===== config.mk =====
export PLATFORM = sky130hd
export DESIGN_NAME = composite_arbiter
export DESIGN_NICKNAME = d
export VERILOG_FILES = /design/src/rtl/composite_arbiter.sv
export SDC_FILE = /design/constraint.sdc
export NUM_CORES = 1
export LEC_CHECK = 0
export BUFFER_PORTS_ARGS = -buffer_cell sky130_fd_sc_hd__buf_2
export CORE_AREA = 8 8 89 91
export DETAILED_ROUTE_END_ITERATION = 7
export DIE_AREA = 0 0 97 99
export GPL_TIMING_DRIVEN = 0
export HOLD_SLACK_MARGIN = 0.1
export PLACE_DENSITY = 0.76
export SETUP_SLACK_MARGIN = 0.05
export SLEW_MARGIN = 20
export SYNTH_ARGS = -nofsm -noshare
export SYNTH_HDL_FRONTEND = slang
export SYNTH_HIERARCHICAL = 1
export SYNTH_SLANG_ARGS = --single-unit

===== constraint.sdc =====
create_clock -name clock -period 3.3 [get_ports clock]
set_input_delay 0 -clock clock [delete_from_list [all_inputs] [get_ports clock]]
set_output_delay 0 -clock clock [all_outputs]
set_load 0.02 [all_outputs]

===== src/rtl/composite_arbiter.sv =====
// -----------------------------------------------------------------------------
// composite_arbiter
//   Four-to-one merge of (meta, data-packet) stream pairs. One input port is
//   granted at a time in round-robin order. The granted port's meta word is
//   forwarded first, then its whole data packet (up to and including the beat
//   with last=1). Packets are never interleaved on the output.
//
//   FSM: IDLE -> pick a port with meta valid, scanning from rr_ptr
//        META -> forward the granted meta word until it is accepted
//        DATA -> combinational pass-through until the last beat is accepted
//
// Ports
//   clock, reset                  single clock, async active-high reset
//   io_in_metaK_{valid,ready,bits}                 per-port meta stream, K=0..3
//   io_in_dataK_{valid,ready,bits_last,bits_data,bits_keep}  per-port data
//   io_out_meta_{valid,ready,bits}                 merged meta stream
//   io_out_data_{valid,ready,bits_last,bits_data,bits_keep}  merged data
//   io_pkt_cnt, io_beat_cnt       (only with COMPOSITE_ARBITER_STATS_EN)
//
// Build option
//   COMPOSITE_ARBITER_STATS_EN : adds 32-bit packet and beat counters on the
//   output data handshake. Without it the counters and ports do not exist.
// -----------------------------------------------------------------------------

// Per-port ready gating: a port only sees the downstream ready while it holds
// the grant and the FSM is in the matching phase.
module composite_arbiter_lane (
  input  logic i_sel,
  input  logic i_meta_en,
  input  logic i_data_en,
  input  logic i_out_meta_ready,
  input  logic i_out_data_ready,
  output logic o_meta_ready,
  output logic o_data_ready
);
  assign o_meta_ready = i_sel & i_meta_en & i_out_meta_ready;
  assign o_data_ready = i_sel & i_data_en & i_out_data_ready;
endmodule

module composite_arbiter #(
  parameter int META_W = 8,
  parameter int DATA_W = 32,
  parameter int KEEP_W = 4
) (
  input  logic              clock,
  input  logic              reset,
`ifdef COMPOSITE_ARBITER_STATS_EN
  output logic [31:0]       io_pkt_cnt,
  output logic [31:0]       io_beat_cnt,
`endif
  input  logic              io_in_meta0_valid,
  output logic              io_in_meta0_ready,
  input  logic [META_W-1:0] io_in_meta0_bits,
  input  logic              io_in_data0_valid,
  output logic              io_in_data0_ready,
  input  logic              io_in_data0_bits_last,
  input  logic [DATA_W-1:0] io_in_data0_bits_data,
  input  logic [KEEP_W-1:0] io_in_data0_bits_keep,
  input  logic              io_in_meta1_valid,
  output logic              io_in_meta1_ready,
  input  logic [META_W-1:0] io_in_meta1_bits,
  input  logic              io_in_data1_valid,
  output logic              io_in_data1_ready,
  input  logic              io_in_data1_bits_last,
  input  logic [DATA_W-1:0] io_in_data1_bits_data,
  input  logic [KEEP_W-1:0] io_in_data1_bits_keep,
  input  logic              io_in_meta2_valid,
  output logic              io_in_meta2_ready,
  input  logic [META_W-1:0] io_in_meta2_bits,
  input  logic              io_in_data2_valid,
  output logic              io_in_data2_ready,
  input  logic              io_in_data2_bits_last,
  input  logic [DATA_W-1:0] io_in_data2_bits_data,
  input  logic [KEEP_W-1:0] io_in_data2_bits_keep,
  input  logic              io_in_meta3_valid,
  output logic              io_in_meta3_ready,
  input  logic [META_W-1:0] io_in_meta3_bits,
  input  logic              io_in_data3_valid,
  output logic              io_in_data3_ready,
  input  logic              io_in_data3_bits_last,
  input  logic [DATA_W-1:0] io_in_data3_bits_data,
  input  logic [KEEP_W-1:0] io_in_data3_bits_keep,
  output logic              io_out_meta_valid,
  input  logic              io_out_meta_ready,
  output logic [META_W-1:0] io_out_meta_bits,
  output logic              io_out_data_valid,
  input  logic              io_out_data_ready,
  output logic              io_out_data_bits_last,
  output logic [DATA_W-1:0] io_out_data_bits_data,
  output logic [KEEP_W-1:0] io_out_data_bits_keep
);

  localparam int NP = 4;

  typedef enum logic [1:0] {S_IDLE, S_META, S_DATA} state_t;

  state_t r_state;
  logic [1:0] r_idx;
  logic [1:0] r_rr_ptr;

  // Gather the scalar per-port ports into packed arrays for indexed muxing.
  logic [NP-1:0]             w_mv, w_dv, w_dl, w_mr, w_dr;
  logic [NP-1:0][META_W-1:0] w_mb;
  logic [NP-1:0][DATA_W-1:0] w_dd;
  logic [NP-1:0][KEEP_W-1:0] w_dk;

  assign w_mv = {io_in_meta3_valid, io_in_meta2_valid, io_in_meta1_valid, io_in_meta0_valid};
  assign w_mb = {io_in_meta3_bits,  io_in_meta2_bits,  io_in_meta1_bits,  io_in_meta0_bits};
  assign w_dv = {io_in_data3_valid, io_in_data2_valid, io_in_data1_valid, io_in_data0_valid};
  assign w_dl = {io_in_data3_bits_last, io_in_data2_bits_last,
                 io_in_data1_bits_last, io_in_data0_bits_last};
  assign w_dd = {io_in_data3_bits_data, io_in_data2_bits_data,
                 io_in_data1_bits_data, io_in_data0_bits_data};
  assign w_dk = {io_in_data3_bits_keep, io_in_data2_bits_keep,
                 io_in_data1_bits_keep, io_in_data0_bits_keep};

  // Round-robin scan starting at rr_ptr. Offsets are walked from the
  // farthest to the nearest so the last hit (smallest offset) wins.
  logic       w_found;
  logic [1:0] w_pick;
  always_comb begin
    logic [1:0] v_cand;
    w_found = 1'b0;
    w_pick  = r_rr_ptr;
    v_cand  = r_rr_ptr;
    for (int i = NP-1; i >= 0; i--) begin
      v_cand = r_rr_ptr + 2'(i);
      if (w_mv[v_cand]) begin
        w_found = 1'b1;
        w_pick  = v_cand;
      end
    end
  end

  logic w_meta_en, w_data_en, w_meta_hs, w_data_hs;
  assign w_meta_en = (r_state == S_META);
  assign w_data_en = (r_state == S_DATA);

  assign io_out_meta_valid     = w_meta_en & w_mv[r_idx];
  assign io_out_meta_bits      = w_mb[r_idx];
  assign io_out_data_valid     = w_data_en & w_dv[r_idx];
  assign io_out_data_bits_last = w_dl[r_idx];
  assign io_out_data_bits_data = w_dd[r_idx];
  assign io_out_data_bits_keep = w_dk[r_idx];

  assign w_meta_hs = io_out_meta_valid & io_out_meta_ready;
  assign w_data_hs = io_out_data_valid & io_out_data_ready;

  for (genvar k = 0; k < NP; k++) begin : g_lane
    composite_arbiter_lane u_lane (
      .i_sel            (r_idx == 2'(k)),
      .i_meta_en        (w_meta_en),
      .i_data_en        (w_data_en),
      .i_out_meta_ready (io_out_meta_ready),
      .i_out_data_ready (io_out_data_ready),
      .o_meta_ready     (w_mr[k]),
      .o_data_ready     (w_dr[k])
    );
  end

  assign io_in_meta0_ready = w_mr[0];
  assign io_in_meta1_ready = w_mr[1];
  assign io_in_meta2_ready = w_mr[2];
  assign io_in_meta3_ready = w_mr[3];
  assign io_in_data0_ready = w_dr[0];
  assign io_in_data1_ready = w_dr[1];
  assign io_in_data2_ready = w_dr[2];
  assign io_in_data3_ready = w_dr[3];

  always_ff @(posedge clock or posedge reset) begin
    if (reset) begin
      r_state  <= S_IDLE;
      r_idx    <= 2'd0;
      r_rr_ptr <= 2'd0;
    end else begin
      case (r_state)
        S_IDLE: if (w_found) begin
          r_idx   <= w_pick;
          r_state <= S_META;
        end
        S_META: if (w_meta_hs) r_state <= S_DATA;
        S_DATA: if (w_data_hs && io_out_data_bits_last) begin
          // Next scan starts just past the port that was served.
          r_rr_ptr <= r_idx + 2'd1;
          r_state  <= S_IDLE;
        end
        default: r_state <= S_IDLE;
      endcase
    end
  end

`ifdef COMPOSITE_ARBITER_STATS_EN
  logic [31:0] r_pkt_cnt, r_beat_cnt;
  always_ff @(posedge clock or posedge reset) begin
    if (reset) begin
      r_pkt_cnt  <= 32'd0;
      r_beat_cnt <= 32'd0;
    end else if (w_data_hs) begin
      r_beat_cnt <= r_beat_cnt + 32'd1;
      if (io_out_data_bits_last) r_pkt_cnt <= r_pkt_cnt + 32'd1;
    end
  end
  assign io_pkt_cnt  = r_pkt_cnt;
  assign io_beat_cnt = r_beat_cnt;
`endif

endmodule


==> results of run 1 <==
worst paths after layout:
check	start	to	slack, ps	cells after the start
min in group asynchronous	reset	r_rr_ptr[1]	240	3
hold reg to reg	r_state[0]	r_idx[0]	570	1
max in group asynchronous	reset	r_state[1]	2850	3
setup reg to reg	r_idx[1]	r_rr_ptr[1]	1390	5
setup / recovery	r_idx[0]	io_out_data_bits_data[24]	1250	5
hold / removal	io_in_meta1_valid	r_idx[1]	170	4
metal layers:
layer / up-vias / wire [um]
met3: 6 / 950
met2: 162 / 5130
met5: - / 0
met1: 1105 / 3310
li1: 997 / -
met4: 0 / 70
sequential cells by signal, summed over array words and instances (netlist names):
register / count
r_idx: 2
r_rr_ptr: 2
r_state: 2
layout by cell type (no fill, tap or decap), types with 2 or more instances in the layout:
master,instances
and3_1,8
buf_2,254
buf_4,2
clkbuf_8,3
dfrtp_1,6
dlygate4sd3_1,2
ha_1,4
inv_1,7
mux2i_1,3
mux4_2,46
nand2_1,3
nand2b_1,3
nor2_1,2
nor3_1,2
kinds of logic after synthesis:
group / after synthesis / synth area share (%)
multiplexers: 50 / 68.0
AO/OA/AOI/OAI: 10 / 4.64
buffers and inverters: 18 / 5.82
adder cells (fa/ha/maj): 4 / 3.15
AND/OR/NAND/NOR: 24 / 8.97
flip-flops: 6 / 9.44
stage by stage:
step | power (W) | hold slack [ps] | utilization (%)
final | 0.00232 | 170 | 45.4
after global routing | 0.00247 | 174 | 45.4
after CTS | 0.00235 | 161 | 45.4
after detailed placement | 0.00223 | -64.4 | 44.5
after global placement | 0.00219 | -79.1 | 44.5
after floorplan | 0.00158 | -209 | -
layout make-up:
type | instances | area [um^2] | share of cell area (%)
multi-input combinational | 88 | 1350 | 45.2
timing repair buffer | 248 | 1250 | 41.9
sequential | 6 | 150 | 5.03
tap | 80 | 100 | 3.36
buffer | 11 | 66.3 | 2.22
clock buffer | 3 | 41.3 | 1.38
inverter | 7 | 26.3 | 0.881
worst max-delay path: cells and delay by family, from the launching register on:
family,cells,cell delay (ps)
multiplexers,1,550
flip-flops,1,370
buffers and inverters,4,880
where the power goes:
group,leakage (nW),switching (W),total (W),internal [W]
combinational,1.53,0.00111,0.00206,0.000945
clock,0.0216,0.0000338,0.000112,0.0000786
sequential,0.0709,0.0000442,0.000150,0.000106
total,1.62,0.00119,0.00232,0.00113
==> summary.txt, run 1 <==
CP max stage cell: mux4_2
Max-slew violations: 0
Clock transition at path regs: 40 ps
Relative slew slack: 77.4%
Crit Path Max Fanout: 10
CP arrival: 2050 ps
Layout area overhead: 87.6%
Setup ws final: 1250 ps
Net Count, Synth: 308
Top-count cell post-synth: mux4_2
Ant diodes: 0
Crit-path cells: buf_6, buf_4, buf_2, mux4_2, buf_2
Fillers: 637
Fmax: 489 MHz
Met3 Use GR: 6.02%
Final GP Congestion: 0.854
Max Cap Violations: 0
Synth cell types: 30
Crit-path max cell delay: 550 ps
Proportion of layout cells with a drive suffix above 1: 85.1%
GRT Total Usage: 17.8%
Dpl cell area: 2920 um^2
Io pins: 247
Global-route wire length before repair: 13.8 mm
Largest net degree at the start of global routing: 11
Cell Pwr Density: 778 nW/um^2
CTS Hold Buffers Added: 2
Setup TNS: 0 ps
Num rows: 30
Worst setup path class: flip-flop to primary output
Fin nets: 561
Die Width: 97 um
Post-Layout Inst Area: 2980 um^2
Pre-CTS setup slack: 1330 ps
CTS max path bufs: 2
Initial Util: 24.2%
Final WL: 9.46 mm
Drt wl/cell: 21.4 um
Die area: 9600 um^2
Actual slew at the worst max-slew pin: 338 ps
WP data required: 3300 ps
FF+latch count, synth: 6
TritonCTS clock tree: built
Via count: 2270
Met2 Track Usage GR: 33.4%
Final hold vios: 0
RSZ-0062 raised after global routing: no
I/O Buffers: 246
Mapped Area: 1590 um^2
Post_cts resized: 0
Min Clock Period, post-route: 2050 ps
Synthesized instance count: 112
GR Util met1: 19.0%
Dpl cells: 438
Top post-synthesis cells by area: mux4_2 (65%), dfrtp_1 (9.4%), and3_1 (3.1%)
Pleak: 1.62 nW
Drt via density: 5.12
HPWL after DPL: 8.49 mm
Initial antenna violation count: 0
Startpoint Class: flip-flop
Post-synth top area cell: mux4_2
Mapped Avg Cell Area: 14.2 um^2
Final setup viols: 0
Skew-Pair Late Insertion Delay: 230 ps
Drt pass-1 iters: 4
CP Capture Type: primary output
DRT antenna net count: 0
IR Drop Worst-Case VDD: 0.000415 V
Top-area cell type share of the netlist area: 65.1%
Clock buffer count from CTS: 3
Sequential-to-total area share from yosys stat: 9.44%
Final Skew: 4.89 ps
Grt ovf: 0
Clk sinks: 6
Yosys warnings: 6
Status: finished, final reports clean
H-tree levels: 1
Vias in the first global route: 2502
Postcts setup bufs: 0
Worst Hold Class: input pin to flip-flop
Top FF cell, synth: dfrtp_1
EDFF count, synth: 0
Post-route insts no fill: 443
CORE AREA: 6570 um^2
Initial DRC Count: 69
Most Frequent Cell on Critical Path: buf_2
Die Y: 99 um
Period utilization: 62.0%
Most Crowded Layer GR: met2
Synth top cells by count: mux4_2 (46), and3_1 (8), buf_2 (8), inv_1 (7), dfrtp_1 (6)
Root buffer cell: clkbuf_8
Post-synth ARST share: 100%
Drt drc: 0
No activity file was read; power rests on OpenSTA's default activity.
==> inputs of run 2 (changes only) <==
--- a/config.mk
+++ b/config.mk
@@ -11,7 +11,7 @@
 export DIE_AREA = 0 0 97 99
 export GPL_TIMING_DRIVEN = 0
 export HOLD_SLACK_MARGIN = 0.1
-export PLACE_DENSITY = 0.76
+export PLACE_DENSITY = 0.79
 export SETUP_SLACK_MARGIN = 0.05
 export SLEW_MARGIN = 20
 export SYNTH_ARGS = -nofsm -noshare
==> constraint.sdc (replaced) <==
create_clock -name clock -period 1.7 [get_ports clock]
set_input_delay 0 -clock clock [delete_from_list [all_inputs] [get_ports clock]]
set_output_delay 0 -clock clock [all_outputs]
set_load 0.02 [all_outputs]
==> summary.txt, run 2 (synthesis gave the netlist of run 1 again) <==
Status: finished with violations (was finished, final reports clean)
Failing checks: setup timing
Comb pwr share: 91.1% (was 88.7%)
P_sw: 0.00255 W (was 0.00119 W)
Cell Pwr Density: 1660 nW/um^2 (was 778 nW/um^2)
Die Width: 97 um (unchanged)
Clock buffer count from CTS: 3 (unchanged)
Period utilization: 101%
Worst reg-to-reg setup slack: -10 ps (was 1390 ps)
Final hold vios: 0 (unchanged)
DRT antenna net count: 0 (unchanged)
Initial Util: 24.2% (unchanged)
Actual slew at the worst max-slew pin: 343 ps (was 338 ps)
Final setup viols: 1 (was 0)
Drt drc: 0 (unchanged)
Root buffer cell: clkbuf_8 (unchanged)
Drt pass-1 iters: 5 (was 4)
Grt ovf: 0 (unchanged)
GRT Total Usage: 18.6% (was 17.8%)
Startpoint Class: flip-flop (unchanged)
Setup ws final: -14.5 ps (was 1250 ps)
Clk sinks: 6 (unchanged)
Largest net degree at the start of global routing: 11 (unchanged)
Num rows: 30 (unchanged)
Min Clock Period, post-route: 1710 ps
Worst setup path class: flip-flop to flip-flop (was flip-flop to primary output)
Sequential power share: 5.0% (was 6.5%)
I/O Buffers: 246 (unchanged)
Clock transition at path regs: 40 ps (about the same)
Most frequent cells in the layout: buf_2 (221), mux4_2 (46), buf_6 (31) (was buf_2 (254), mux4_2 (46), and3_1 (8))
Final GP Congestion: 0.889 (was 0.854)
Worst Hold Class: input pin to flip-flop (unchanged)
Fmax: 583 MHz
Final WL: 9.95 mm (was 9.46 mm)
CTS max path bufs: 2 (unchanged)
Die Y: 99 um (unchanged)
Most common cell after layout, fill and taps aside: buf_2 (unchanged)
CP arrival: 1820 ps (was 2050 ps)
Pleak: 1.77 nW (was 1.62 nW)
WP data required: 1810 ps (was 3300 ps)
Dpl cell area: 2940 um^2 (was 2920 um^2)
H-tree levels: 1 (unchanged)
TritonCTS clock tree: built (unchanged)
Switching part of the total power: 45.6% (was 51.3%)
HPWL after DPL: 8.62 mm (was 8.49 mm)
Skew-Pair Late Insertion Delay: 220 ps (was 230 ps)
RSZ-0062 raised after global routing: yes (was no)
Proportion of layout cells with a drive suffix above 1: 88.0% (was 85.1%)
Ant diodes: 0 (unchanged)
CP Capture Type: flip-flop (was primary output)
Initial DRC Count: 62 (was 69)
Initial antenna violation count: 0 (unchanged)
Die area: 9600 um^2 (unchanged)
Crit Path Max Fanout: 5 (was 10)
Drt wl/cell: 21.9 um (was 21.4 um)
Pre-CTS setup slack: -238 ps (was 1330 ps)
Final Skew: 0.645 ps (was 4.89 ps)
Max-slew violations: 0 (unchanged)
Drt via density: 5.15 (was 5.12)
Via count: 2337 (was 2270)
CORE AREA: 6570 um^2 (unchanged)
Post-Layout Inst Area: 3380 um^2 (was 2980 um^2)
Relative slew slack: 77.1% (was 77.4%)
Fin nets: 572 (was 561)
Cell Int Power: 0.00305 W (was 0.00113 W)
Vias in the first global route: 2575 (was 2502)
Layout area overhead: 113% (was 87.6%)
Max Cap Violations: 0 (unchanged)
Clock share of power: 3.9% (was 4.8%)
IR Drop Worst-Case VDD: 0.000865 V (was 0.000415 V)
Largest regs: r_idx: 2 flops, r_rr_ptr: 2 flops, r_state: 2 flops (unchanged)
Global-route wire length before repair: 14.4 mm (was 13.8 mm)
Io pins: 247 (unchanged)
## run 2: timing repair
item	in CTS	in global routing
endpoints found under the hold margin	8	0
gates resized for setup	63	22
gates cloned	1	1
hold buffers	2	0
pin swaps	1	0
setup buffers	7	2
endpoints found under the setup margin	54	54
## run 2: layout make-up
class | instances | area (um^2)
plain buffers | 11 | 124
fillers | 638 | 3180
inverters | 7 | 26.3
flip-flops and latches | 6 | 151
well taps | 80 | 100
repair buffers | 259 | 1570
clock buffers | 3 | 41.3
multi-input cells | 88 | 1380
## run 2: power groups by stage
stage / Sequential, W / Clock [W] / Combinational [W]
floorplan: 0.000268 / 0 / 0.00282
global placement: 0.000289 / 0 / 0.00399
detailed placement: 0.000296 / 0 / 0.00408
CTS: 0.000280 / 0.000225 / 0.00494
global route: 0.000293 / 0.000233 / 0.00537
finish: 0.000283 / 0.000217 / 0.00510
## run 2: path summary, 6_finish.rpt
path                                    from     endpoint  depth (start not counted)
min in group asynchronous              reset   r_state[0]                          3
setup / recovery                    r_idx[0]  r_rr_ptr[1]                          5
hold / removal             io_in_meta3_valid     r_idx[0]                          3
max in group asynchronous              reset     r_idx[1]                          3
setup reg to reg                    r_idx[0]  r_rr_ptr[1]                          5
hold reg to reg                   r_state[0]     r_idx[0]                          1
## run 2: metal layers
metal	vias up	global-route usage (%)	wire [um]
li1	1021	-	-
met1	1142	20.0	3400
met2	160	35.1	5530
met3	14	4.69	874
met4	0	4.97	151
met5	-	0	0
## run 2: through the flow
step | util, % | instances | hold WS (ps) | total power, W | TNS [ps]
2_1_floorplan | - | 112 | -209 | 0.00309 | -54.5
3_3_place_gp | 44.7 | 438 | -88.3 | 0.00428 | -1850
3_5_place_dp | 44.7 | 438 | -74.7 | 0.00437 | -2510
4_1_cts | 50.1 | 451 | 160 | 0.00544 | -27.8
5_1_grt | 51.5 | 454 | 226 | 0.00589 | -1480
6_report | 51.5 | 454 | 165 | 0.00560 | -14.5
## run 2: worst max-delay path: stages, from the launching register on
cell and delay [ps]:
dfrtp_1 370, buf_6 140, buf_6 100, mux4_2 500, and3_4 200, mux2_4 290
==> inputs of run 3 (changes only) <==
--- a/config.mk
+++ b/config.mk
@@ -6,12 +6,14 @@
 export NUM_CORES = 1
 export LEC_CHECK = 0
 export BUFFER_PORTS_ARGS = -buffer_cell sky130_fd_sc_hd__buf_2
-export CORE_AREA = 8 8 89 91
+export CELL_PAD_IN_SITES_DETAIL_PLACEMENT = 0
+export CELL_PAD_IN_SITES_GLOBAL_PLACEMENT = 1
+export CORE_MARGIN = 8
+export CORE_UTILIZATION = 17
 export DETAILED_ROUTE_END_ITERATION = 7
-export DIE_AREA = 0 0 97 99
 export GPL_TIMING_DRIVEN = 0
 export HOLD_SLACK_MARGIN = 0.1
-export PLACE_DENSITY = 0.79
+export PLACE_DENSITY = 0.84
 export SETUP_SLACK_MARGIN = 0.05
 export SLEW_MARGIN = 20
 export SYNTH_ARGS = -nofsm -noshare
==> summary.txt, run 3 (synthesis gave the netlist of run 1 again) <==
Drt wl/cell: 19.8 um (was 21.9 um)
Final setup viols: 0 (was 1)
Die Y: 113 um (was 99 um)
Via count: 2304 (was 2337)
Worst r2r src: r_idx[0] (unchanged)
Clock transition at path regs: 30 ps (was 40 ps)
Vias in the first global route: 2671 (was 2575)
Final Skew: 0.268 ps (was 0.645 ps)
Max-slew violations: 0 (unchanged)
CP Launch Point: r_idx[0] (unchanged)
Initial Util: 17.4% (was 24.2%)
Num rows: 35 (was 30)
Die area: 12700 um^2 (was 9600 um^2)
TritonCTS clock tree: built (unchanged)
Startpoint Class: flip-flop (unchanged)
DRT antenna net count: 0 (unchanged)
Fmax: 592 MHz (was 583 MHz)
Proportion of layout cells with a drive suffix above 1: 87.5% (was 88.0%)
Drt drc: 0 (unchanged)
Sequential power share: 5.4% (was 5.0%)
Final hold slack: 104 ps (was 165 ps)
Clock share of power: 4.0% (was 3.9%)
Crit Path Max Fanout: 10 (was 5)
Min Clock Period, post-route: 1690 ps (was 1710 ps)
Final hold vios: 0 (unchanged)
Ant diodes: 0 (unchanged)
Root buffer cell: clkbuf_8 (unchanged)
Fin nets: 567 (was 572)
Actual slew at the worst max-slew pin: 371 ps (was 343 ps)
H-tree levels: 1 (unchanged)
HPWL after DPL: 8.59 mm (was 8.62 mm)
Pre-CTS setup slack: -271 ps (was -238 ps)
Comb pwr share: 90.6% (was 91.1%)
Min-delay src: io_out_meta_ready (was io_in_meta3_valid)
Skew-Pair Late Insertion Delay: 220 ps (about the same)
CP Capture Type: primary output (was flip-flop)
Io pins: 247 (unchanged)
Status: finished, final reports clean (was finished with violations)
CORE AREA: 9150 um^2 (was 6570 um^2)
Clk sinks: 6 (unchanged)
Switching part of the total power: 46.8% (was 45.6%)
Largest net degree at the start of global routing: 11 (unchanged)
RSZ-0062 raised after global routing: yes (unchanged)
P_sw: 0.00242 W (was 0.00255 W)
GRT Total Usage: 13.8% (was 18.6%)
Setup TNS: 0 ps (was -14.5 ps)
Initial DRC Count: 113 (was 62)
Clock buffer count from CTS: 3 (unchanged)
Setup ws final: 12.2 ps (was -14.5 ps)
Layout area overhead: 106% (was 113%)
CP max stage cell: mux4_2 (unchanged)
Overall power: 0.00517 W (was 0.00560 W)
Drt via density: 4.80 (was 5.15)
Cell Pwr Density: 1580 nW/um^2 (was 1660 nW/um^2)
Die Width: 113 um (was 97 um)
Global-route wire length before repair: 14.1 mm (was 14.4 mm)
Crit-path max cell delay: 510 ps (was 500 ps)
Final WL: 9.51 mm (was 9.95 mm)
Crit-path cells: buf_6, buf_12, buf_12, mux4_2, buf_2 (was buf_6, buf_6, mux4_2, and3_4, mux2_4)
WP data required: 1700 ps (was 1810 ps)
Period utilization: 99.3% (was 101%)
Worst Hold Class: input pin to flip-flop (unchanged)
CP arrival: 1690 ps (was 1820 ps)
Fillers: 929 (was 638)
Most common cell after layout, fill and taps aside: buf_2 (unchanged)
Largest regs: r_idx: 2 flops, r_rr_ptr: 2 flops, r_state: 2 flops (unchanged)
Grt ovf: 0 (unchanged)
Final GP Congestion: 0.895 (was 0.889)
Max Cap Violations: 0 (unchanged)
Most frequent cells in the layout: buf_2 (229), mux4_2 (46), buf_6 (19) (was buf_2 (221), mux4_2 (46), buf_6 (31))
Most Frequent Cell on Critical Path: buf_12 (was buf_6)
CTS max path bufs: 2 (unchanged)
Relative slew slack: 75.2% (was 77.1%)
Cell Int Power: 0.00275 W (was 0.00305 W)
I/O Buffers: 246 (unchanged)
Worst setup path class: flip-flop to primary output (was flip-flop to flip-flop)
IR Drop Worst-Case VDD: 0.000627 V (was 0.000865 V)
Drt pass-1 iters: 4 (was 5)
Pleak: 1.71 nW (was 1.77 nW)
Initial antenna violation count: 0 (unchanged)
run 3: worst paths after layout:
path | endpoint | slack [ps] | cells past startpoint
setup / recovery | io_out_data_bits_data[9] | 10 | 5
hold / removal | r_state[1] | 100 | 3
setup reg to reg | r_rr_ptr[1] | 30 | 5
hold reg to reg | r_rr_ptr[0] | 570 | 2
max in group asynchronous | r_idx[1] | 1270 | 3
min in group asynchronous | r_rr_ptr[0] | 230 | 3
run 3: worst max-delay path, delay by kind of cell, from the launching register on:
| kind | cells | cell delay [ps] |
|---|---|---|
| buffers and inverters | 4 | 600 |
| muxes | 1 | 510 |
| DFF | 1 | 360 |
run 3: per-stage QoR:
step,util (%),cell area (um^2),std cells
floorplan,-,1610,112
global placement,32.5,2980,469
detailed placement,32.5,2980,469
CTS,35.1,3210,480
global route,35.8,3280,480
finish,35.8,3280,480
run 3: layout make-up:
| class | instances | area (um^2) | area share, % |
|---|---|---|---|
| buffer | 11 | 128 | 3.89 |
| clock buffer | 3 | 41.3 | 1.26 |
| inverter | 7 | 26.3 | 0.802 |
| multi-input combinational | 88 | 1370 | 41.8 |
| sequential | 6 | 151 | 4.62 |
| tap | 111 | 139 | 4.24 |
| timing repair buffer | 254 | 1420 | 43.3 |
run 3: repair_timing:
action / CTS / global route
gates resized for setup: 37 / 22
setup buffers: 7 / 0
hold buffers: 1 / 0
endpoints found under the setup margin: 54 / 52
hold endpoints to repair: 6 / 0
pin swaps: 2 / 1
run 3: power groups by stage:
stage / clock network (W) / logic (W) / registers [W]
global placement: 0 / 0.00402 / 0.000294
detailed placement: 0 / 0.00407 / 0.000294
global route: 0.000221 / 0.00499 / 0.000288
finish: 0.000206 / 0.00468 / 0.000278
floorplan: 0 / 0.00282 / 0.000268
CTS: 0.000211 / 0.00461 / 0.000276
run 3: routing by layer:
| metal | global-route usage (%) | share of wire (%) | vias to the layer above |
|---|---|---|---|
| met3 | 4.95 | 12 | 15 |
| li1 | - | - | 1012 |
| met5 | 0 | 0 | - |
| met4 | 3.60 | 1.8 | 0 |
| met2 | 25.7 | 52 | 178 |
| met1 | 14.4 | 33 | 1099 |
